===== config.mk =====
export PLATFORM = sky130hd
export DESIGN_NAME = ghostbus_arbiter
export DESIGN_NICKNAME = d
export VERILOG_FILES = /design/src/rtl/ghostbus_arb_pkg.sv /design/src/rtl/ghostbus_rr_grant2.sv /design/src/rtl/ghostbus_arbiter.sv
export SDC_FILE = /design/constraint.sdc
export NUM_CORES = 1
export LEC_CHECK = 0
export CAP_MARGIN = 20
export CORE_UTILIZATION = 39
export CTS_CLUSTER_DIAMETER = 40
export DETAILED_ROUTE_END_ITERATION = 8
export GPL_TIMING_DRIVEN = 1
export PLACE_DENSITY = 0.78
export SLEW_MARGIN = 25
export SYNTH_ARGS = -nofsm -noshare
export SYNTH_HDL_FRONTEND = slang
export SYNTH_SLANG_ARGS = --single-unit
export TNS_END_PERCENT = 100

===== constraint.sdc =====
create_clock -name gb_clk -period 1.5 [get_ports gb_clk]
set_input_delay 0.3 -clock gb_clk [delete_from_list [all_inputs] [get_ports gb_clk]]
set_output_delay 0.3 -clock gb_clk [all_outputs]
set_load 0.1 [all_outputs]

===== src/rtl/ghostbus_arb_pkg.sv =====
// Shared types for the two-port ghostbus arbiter: FSM states, requester
// identity and the read-latency counter width.
package ghostbus_arb_pkg;

  localparam int CNT_W = 4;

  typedef enum logic [1:0] {
    ST_IDLE,
    ST_ISSUE,
    ST_RWAIT,
    ST_RESP
  } state_t;

  typedef enum logic {
    OWN_A = 1'b0,
    OWN_B = 1'b1
  } owner_t;

endpackage


===== src/rtl/ghostbus_rr_grant2.sv =====
// Combinational two-way round-robin pick; the last-winner pointer is
// registered by the caller.
module ghostbus_rr_grant2
  import ghostbus_arb_pkg::*;
(
  input  logic   i_a_valid,
  input  logic   i_b_valid,
  input  owner_t i_last,
  output logic   o_grant_a,
  output logic   o_grant_b
);

  // On a tie the port that did not win last time goes first.
  assign o_grant_a = i_a_valid & (~i_b_valid | (i_last == OWN_B));
  assign o_grant_b = i_b_valid & (~i_a_valid | (i_last == OWN_A));

endmodule


===== src/rtl/ghostbus_arbiter.sv =====
// Shares one ghostbus host port between requesters A and B: one transaction
// at a time, one-cycle strobes, fixed read latency, response to the issuer.
module ghostbus_arbiter
  import ghostbus_arb_pkg::*;
#(
  parameter int AW     = 24,
  parameter int DW     = 32,
  parameter int RD_LAT = 2
)
(
  input  logic          gb_clk,
  input  logic          gb_rst_n,
  input  logic          a_valid,
  input  logic          a_we,
  input  logic [AW-1:0] a_addr,
  input  logic [DW-1:0] a_wdata,
  output logic          a_ready,
  output logic          a_rvalid,
  output logic [DW-1:0] a_rdata,
  input  logic          b_valid,
  input  logic          b_we,
  input  logic [AW-1:0] b_addr,
  input  logic [DW-1:0] b_wdata,
  output logic          b_ready,
  output logic          b_rvalid,
  output logic [DW-1:0] b_rdata,
  output logic [AW-1:0] gb_addr,
  output logic [DW-1:0] gb_wdata,
  output logic          gb_wen,
  output logic          gb_rstb,
  input  logic [DW-1:0] gb_rdata
);

  localparam logic [CNT_W-1:0] LAT_M1 = (RD_LAT == 0) ? '0 : CNT_W'(RD_LAT - 1);

  state_t           r_state;
  state_t           w_state_next;
  owner_t           r_last;
  logic             r_we;
  logic [AW-1:0]    r_addr;
  logic [DW-1:0]    r_wdata;
  logic [DW-1:0]    r_a_rdata;
  logic [DW-1:0]    r_b_rdata;
  logic [CNT_W-1:0] r_cnt;
  logic [CNT_W-1:0] w_cnt_next;
  logic             w_grant_a;
  logic             w_grant_b;
  logic             w_sample;

  ghostbus_rr_grant2 u_grant (
    .i_a_valid (a_valid),
    .i_b_valid (b_valid),
    .i_last    (r_last),
    .o_grant_a (w_grant_a),
    .o_grant_b (w_grant_b)
  );

  // Ready is suppressed while reset is held so no transfer can appear to occur.
  assign a_ready  = (r_state == ST_IDLE) & w_grant_a & gb_rst_n;
  assign b_ready  = (r_state == ST_IDLE) & w_grant_b & gb_rst_n;
  assign gb_addr  = r_addr;
  assign gb_wdata = r_wdata;
  assign a_rdata  = r_a_rdata;
  assign b_rdata  = r_b_rdata;

  always_comb begin
    w_state_next = r_state;
    w_cnt_next   = r_cnt;
    w_sample     = 1'b0;
    gb_wen       = 1'b0;
    gb_rstb      = 1'b0;
    a_rvalid     = 1'b0;
    b_rvalid     = 1'b0;
    case (r_state)
      ST_IDLE: begin
        if (a_ready | b_ready) w_state_next = ST_ISSUE;
      end
      ST_ISSUE: begin
        gb_wen  = r_we;
        gb_rstb = ~r_we;
        if (r_we) begin
          w_state_next = ST_IDLE;
        end else if (RD_LAT == 0) begin
          w_sample     = 1'b1;
          w_state_next = ST_RESP;
        end else begin
          w_cnt_next   = LAT_M1;
          w_state_next = ST_RWAIT;
        end
      end
      ST_RWAIT: begin
        if (r_cnt == '0) begin
          w_sample     = 1'b1;
          w_state_next = ST_RESP;
        end else begin
          w_cnt_next = r_cnt - 1'b1;
        end
      end
      ST_RESP: begin
        // The pointer doubles as owner: it is only ever updated on a transfer.
        a_rvalid     = (r_last == OWN_A);
        b_rvalid     = (r_last == OWN_B);
        w_state_next = ST_IDLE;
      end
      default: w_state_next = ST_IDLE;
    endcase
  end

  always_ff @(posedge gb_clk) begin
    if (!gb_rst_n) begin
      r_state   <= ST_IDLE;
      r_last    <= OWN_B;
      r_we      <= 1'b0;
      r_addr    <= '0;
      r_wdata   <= '0;
      r_cnt     <= '0;
      r_a_rdata <= '0;
      r_b_rdata <= '0;
    end else begin
      r_state <= w_state_next;
      r_cnt   <= w_cnt_next;
      if (a_ready) begin
        r_last  <= OWN_A;
        r_we    <= a_we;
        r_addr  <= a_addr;
        r_wdata <= a_wdata;
      end else if (b_ready) begin
        r_last  <= OWN_B;
        r_we    <= b_we;
        r_addr  <= b_addr;
        r_wdata <= b_wdata;
      end
      if (w_sample) begin
        if (r_last == OWN_A) r_a_rdata <= gb_rdata;
        else                 r_b_rdata <= gb_rdata;
      end
    end
  end

endmodule


==> results of run 1 <==
==> Yosys cell counts (all sizes together) <==
cell and instances:
clkbuf 47, a2111oi 1, nor2b 2, or3b 3, or3 2, nor3 59, a31oi 57, a211oi 2
and3 4, o311a 57, nor2 4, nand2 156, o211ai 1, nor3b 2, ha 1, nand2b 2
o21ai 4, mux2i 64, inv 63, nand3 1, dfxtp 128, o21bai 57, buf 36, a21oi 5
or4 2
==> metal layers <==
metal / track usage / vias to the layer above / part of all wire
li1: - / 3262 / -
met1: 0.298 / 3351 / 0.37
met2: 0.475 / 367 / 0.51
met3: 0.0859 / 46 / 0.094
met4: 0.0958 / 0 / 0.027
met5: 0 / - / 0
==> where the power goes <==
part	internal, mW	leakage (nW)	switching (mW)
Sequential	3.67	1.05	0.284
Combinational	2.32	3.81	3.17
Clock	2.87	0.306	1.60
==> through the flow <==
stage / util / power, mW
after floorplan: - / 6.96
after global placement: 0.684 / 8.94
after detailed placement: 0.684 / 8.99
after CTS: 0.742 / 13.6
after global routing: 0.773 / 14.3
final: 0.773 / 13.9
==> worst reg2reg max path: cells and delay by family, from the launching register on <==
| family | cells | cell delay, ns |
|---|---|---|
| AOI/OAI and AO/OA | 2 | 0.45 |
| and+or+nand+nor | 1 | 0.29 |
| DFF | 1 | 0.36 |
| buffers and inverters | 5 | 0.62 |
==> flip-flops by register name, summed over array words and instances, names as in the netlist, named ones only <==
name / count
b_rdata: 32
gb_addr: 24
a_rdata: 32
r_state: 1
r_we: 1
r_last: 1
gb_wdata: 32
r_cnt: 4
==> what timing repair did <==
action,4_1_cts,5_1_grt
endpoints found under the setup margin,130,132
pin swaps,9,62
gates cloned,4,10
buffers inserted,13,5
resized for setup,24,38
==> worst min-delay path by stage <==
stage	cells past startpoint	end	slack, ns	from
after floorplan	1	r_cnt[0]	0.43	r_cnt[0]
after global placement	2	a_rdata[3]	0.48	a_rdata[3]
after detailed placement	2	a_rdata[12]	0.48	a_rdata[12]
after CTS	3	r_last	0.36	gb_rst_n
after global routing	3	r_last	0.39	gb_rst_n
final	3	r_last	0.38	gb_rst_n
==> layout make-up <==
class	count	area [um^2]
tap	216	270
sequential	128	2570
clock inverter	12	180
inverter	63	243
clock buffer	19	453
fill	987	3600
timing repair buffer	353	5080
multi-input combinational	486	3480
==> logic make-up after synthesis <==
family                     after synthesis  synth area share
DFF                                    128             0.403
and+or+nand+nor                        237             0.166
AOI/OAI and AO/OA                      184             0.226
adders and majority gates                1           0.00197
muxes                                   64             0.101
buffers and inverters                  146             0.102
==> metrics.yaml, run 1 <==
finish:
  drive_gt1_frac: 0.270
  antennaDiodeCount: 0
  area_growth_syn_to_layout_pct: 93.2
  layout_common_cells: "155 x nand2_1, 147 x clkdlybuf4s50_1, 143 x buf_12, 123 x dfxtp_1, 61 x mux2i_1"
  design_area_um2: 12300
  final_nets: 1200
  instances_no_fill: 1277
  layout_commonest_cell: "nand2_1"
outcome:
  status: "finished with violations"
  violations: "setup timing"
setup_path:
  crit_buf_inv: 2
  worstPathMaxFanout: 3
  ff2ff_path_depth: 8
  r2r_slack_ns: -0.34
  crit_path_top_delay_cell: "dfxtp_4"
  worstPathRequired_ns: 1.20
  cp_top_family: "simple AND/OR/NAND/NOR gates"
  startpoint_type: "register"
  crit_type: "reg2out"
  cp.depth: 4
  cp-endpoint: "a_ready"
  arrival_ns: 1.57
  cp_cell_sequence: "nor3b_4 > buf_6 > and3_4 > buf_12"
  rr_endpoint: "gb_wdata[23]"
  slowest_delay_ns: 0.36
  crit_path_end_kind: "output port"
timing:
  whs_ns: 0.382
  worst_slack_ns: -0.374
  period_share: 1.25
  rsz0062_at_grt: "yes"
  finalHoldViolCount: 0
  tightest_slew_ns: 0.546
  max_slew_margin: 0.635
  fin_skew_ns: 0.00930
  fmax_ghz: 0.534
  setup_violations: 130
  min_period_ns: 1.87
  finalSetupTns_ns: -26.98
  drv_slew: 0
synthesis:
  syn-num-nets: 911
  synth_top_area_cell: "dfxtp_1"
  synth_top_area_frac: 0.403
  postSynthCellCount: 760
  yosysUniqueCellTypes: 32
  synth_area_per_cell_um2: 8.36
  ys_warn_count: 0
  synthTopCellsByArea: "dfxtp_1 40%, mux2i_1 10%, nand2_1 9.2%, o311a_1 9.0%, o21bai_1 6.7%"
  syn-cell-area_um2: 6360
  synth-seq-cells: 128
  yosysSeqAreaShare: 0.403
detailed_routing:
  num_vias: 7026
  routed_wl_um: 24700
  drc: 0
  antenna_left: 0
  first_pass_iters: 5
  avgViaCountPerCell: 5.50
  drt_iter0_markers: 376
  wl_per_cell_um: 19.4
placement:
  dp.cells: 1216
  io_buffer_count: 275
  hpwl_um: 15200
  pre_cts_ws_ns: -0.353
  gp_congestion: 0.798
  place_area_um2: 10900
clock_tree:
  cts_num_sinks: 128
  insertion_delay_ns: 0.41
  cts_buffers: 17
  clk_pin_slew_ns: 0.06
  cts_hold_buf: 0
  cts_tree: "done"
  root_buffer: "clkbuf_16"
  cts_max_level: 4
  clock_path_buffers: 2
flow_run:
  maxCapViolations: 0
power_and_ir_drop:
  power_density_nw_per_um2: 1130
  leakage_nw: 5.16
  vdd_drop_max_v: 0.000900
global_routing:
  grt_max_degree: 57
  antenna_found_initial: 0
  grtUsageTotal: 0.267
  overflow: 0
  grt_pass1_wl_um: 34300
  grt_pass1_vias: 6502
floorplanning:
  ios: 276
  floorplan.initialDensity: 0.400
  core_area_um2: 15900
  dieArea_um2: 16800
  die-height_um: 130
  die_w_um: 130
  rows: 46
hold_path:
  min_path_type: "in2reg"
Note: power is estimated with default switching activity, not from simulation.
==> run 2, diff against run 1 <==
--- a/config.mk
+++ b/config.mk
@@ -6,11 +6,13 @@
 export NUM_CORES = 1
 export LEC_CHECK = 0
 export CAP_MARGIN = 20
+export CORE_ASPECT_RATIO = 0.75
 export CORE_UTILIZATION = 39
 export CTS_CLUSTER_DIAMETER = 40
 export DETAILED_ROUTE_END_ITERATION = 8
 export GPL_TIMING_DRIVEN = 1
 export PLACE_DENSITY = 0.78
+export REMOVE_ABC_BUFFERS = 1
 export SLEW_MARGIN = 25
 export SYNTH_ARGS = -nofsm -noshare
 export SYNTH_HDL_FRONTEND = slang
==> metrics.yaml, run 2 (same netlist as run 1, synthesis figures left out) <==
outcome:
  status: "finished with violations"
  violations: "setup timing"
global_routing:
  use_met2: 0.477  # +0.00155
  grt-busiest-layer: "met2"
  grt_pass1_wl_um: 37400  # +9.0%
  grtUsageTotal: 0.288  # +0.0212
  grt_pass1_vias: 6887  # +5.9%
  grt_max_degree: 113  # +98%
  overflow: 0  # unchanged
  antenna_found_initial: 0  # unchanged
  use_met3: 0.0707  # -0.0151
  grt_use_met1: 0.351  # +0.0527
detailed_routing:
  drc: 0  # unchanged
  wl_per_cell_um: 19.7  # +1.6%
  routed_wl_um: 24900  # +0.67%
  antenna_left: 0  # unchanged
  first_pass_iters: 5  # unchanged
  num_vias: 7012  # -0.20%
  avgViaCountPerCell: 5.54  # +0.75%
  drt_iter0_markers: 482  # +28%
finish:
  instances_no_fill: 1265  # -0.94%
  area_growth_syn_to_layout_pct: 90.6
  layout_commonest_cell: "nand2_1"
  design_area_um2: 12100  # -1.4%
  antennaDiodeCount: 0  # unchanged
  drive_gt1_frac: 0.259  # -0.0108
  layout_common_cells: "156 x nand2_1, 147 x clkdlybuf4s50_1, 143 x buf_12, 124 x dfxtp_1"
  final_nets: 1193  # -0.58%
timing:
  tightest_slew_ns: 0.522  # -0.0240 ns
  setup_violations: 132  # +1.5%
  period_share: 1.25  # -0.00299
  finalHoldViolCount: 0  # unchanged
  worst_slack_ns: -0.369  # +0.00448 ns
  max_slew_margin: 0.652  # +0.0174
  fmax_ghz: 0.535  # +0.24%
  min_period_ns: 1.87  # -0.00448 ns
  fin_skew_ns: 0.0113  # +0.00204 ns
  rsz0062_at_grt: "yes"
  drv_slew: 0  # unchanged
setup_path:
  slowest_delay_ns: 0.40  # +0.04 ns
  worstPathMaxFanout: 5  # +2
  cp_cell_sequence: "inv_2 > ha_4 > or3b_4 > nor3_4 > buf_6 > buf_8 > mux2i_1"
  arrival_ns: 2.20  # +0.63 ns
  startpoint_type: "register"
  crit_path_top_delay_cell: "or3b_4"
  crit_type: "reg2reg"
  crit_path_end_kind: "register"
  worstPathRequired_ns: 1.83  # +0.63 ns
  r2r_slack_ns: -0.37  # -0.03 ns
power_and_ir_drop:
  vdd_drop_max_v: 0.000655  # -27%
  power_density_nw_per_um2: 1130  # about the same
  leakage_nw: 5.13  # -0.64%
  totalPowerFinal_mw: 13.7  # -1.4%
clock_tree:
  insertion_delay_ns: 0.42  # about the same
  clk_pin_slew_ns: 0.06  # about the same
  cts_num_sinks: 128  # unchanged
  cts_tree: "done"
  root_buffer: "clkbuf_16"
  cts_buffers: 17  # unchanged
  clock_path_buffers: 2  # unchanged
  cts_max_level: 4  # unchanged
floorplanning:
  floorplan.initialDensity: 0.398  # -0.00201
  dieArea_um2: 16800  # about the same
  die-height_um: 113  # -13%
  die_w_um: 149  # +15%
  rows: 40  # -13%
  core_area_um2: 16000  # +0.50%
  ios: 276  # unchanged
hold_path:
  min_path_type: "in2reg"
placement:
  place_area_um2: 10700  # -1.3%
  hpwl_um: 14700  # -3.3%
  io_buffer_count: 275  # unchanged
  dp.cells: 1201  # -1.2%
  pre_cts_ws_ns: -0.355  # -0.00212 ns
  gp_congestion: 0.825  # +3.3%
flow_run:
  maxCapViolations: 0  # unchanged
run 2: cell count changes in the layout (fill, tap and decap cells not counted), sizes merged:
cell	change
buf	-2
bufinv	-1
clkbuf	-5
clkinv	+3
inv	-1
run 2: metrics by stage:
stage          utilization  setup TNS, ns  hold slack [ns]
3_3_place_gp         0.672         -26.12            0.479
2_1_floorplan            -        -176.48            0.376
4_1_cts              0.749         -18.53            0.322
5_1_grt              0.759         -32.22            0.363
6_report             0.759         -27.10            0.381
3_5_place_dp         0.672         -31.02            0.486
run 2: path summary, 6_finish.rpt:
| check | start | end | depth (start not counted) |
|---|---|---|---|
| worst max-delay path | r_cnt[1] | a_rdata[25] | 7 |
| worst min-delay path | gb_rst_n | r_cnt[3] | 4 |
| worst max register to register | r_cnt[1] | a_rdata[25] | 7 |
| worst min register to register | a_rdata[12] | a_rdata[12] | 2 |
run 2: critical path: cells and delay by family (launching register included):
kind | cells | cell delay [ns]
buffers and inverters | 3 | 0.42
AND/OR/NAND/NOR | 2 | 0.64
adder cells (fa/ha/maj) | 1 | 0.15
flip-flops | 1 | 0.32
multiplexers | 1 | 0.23
run 2: area by class of cell:
type	count	area, um^2
well taps	210	263
repair buffers	346	5090
fillers	987	3850
clock buffers	19	443
inverters	63	241
flip-flops and latches	128	2570
multi-input cells	486	3330
clock inverters	13	163
run 2: routing by layer:
metal	part of all wire	vias up
li1	-	3253
met1	0.40	3368
met2	0.49	333
met3	0.074	58
met4	0.035	0
met5	0	-
run 2: timing repair:
item                                    4_1_cts  5_1_grt
gates resized for setup                      54       26
pin swaps                                    24       21
endpoints found under the setup margin      131      129
hold buffers                                  0        0
setup buffers                                15        7
gates cloned                                 12        2
run 2: where the power goes:
part	switching, mW	internal (mW)	total, mW	leakage (nW)
combinational	3.16	2.32	5.48	3.79
sequential	0.280	3.67	3.95	1.05
clock	1.64	2.66	4.30	0.289
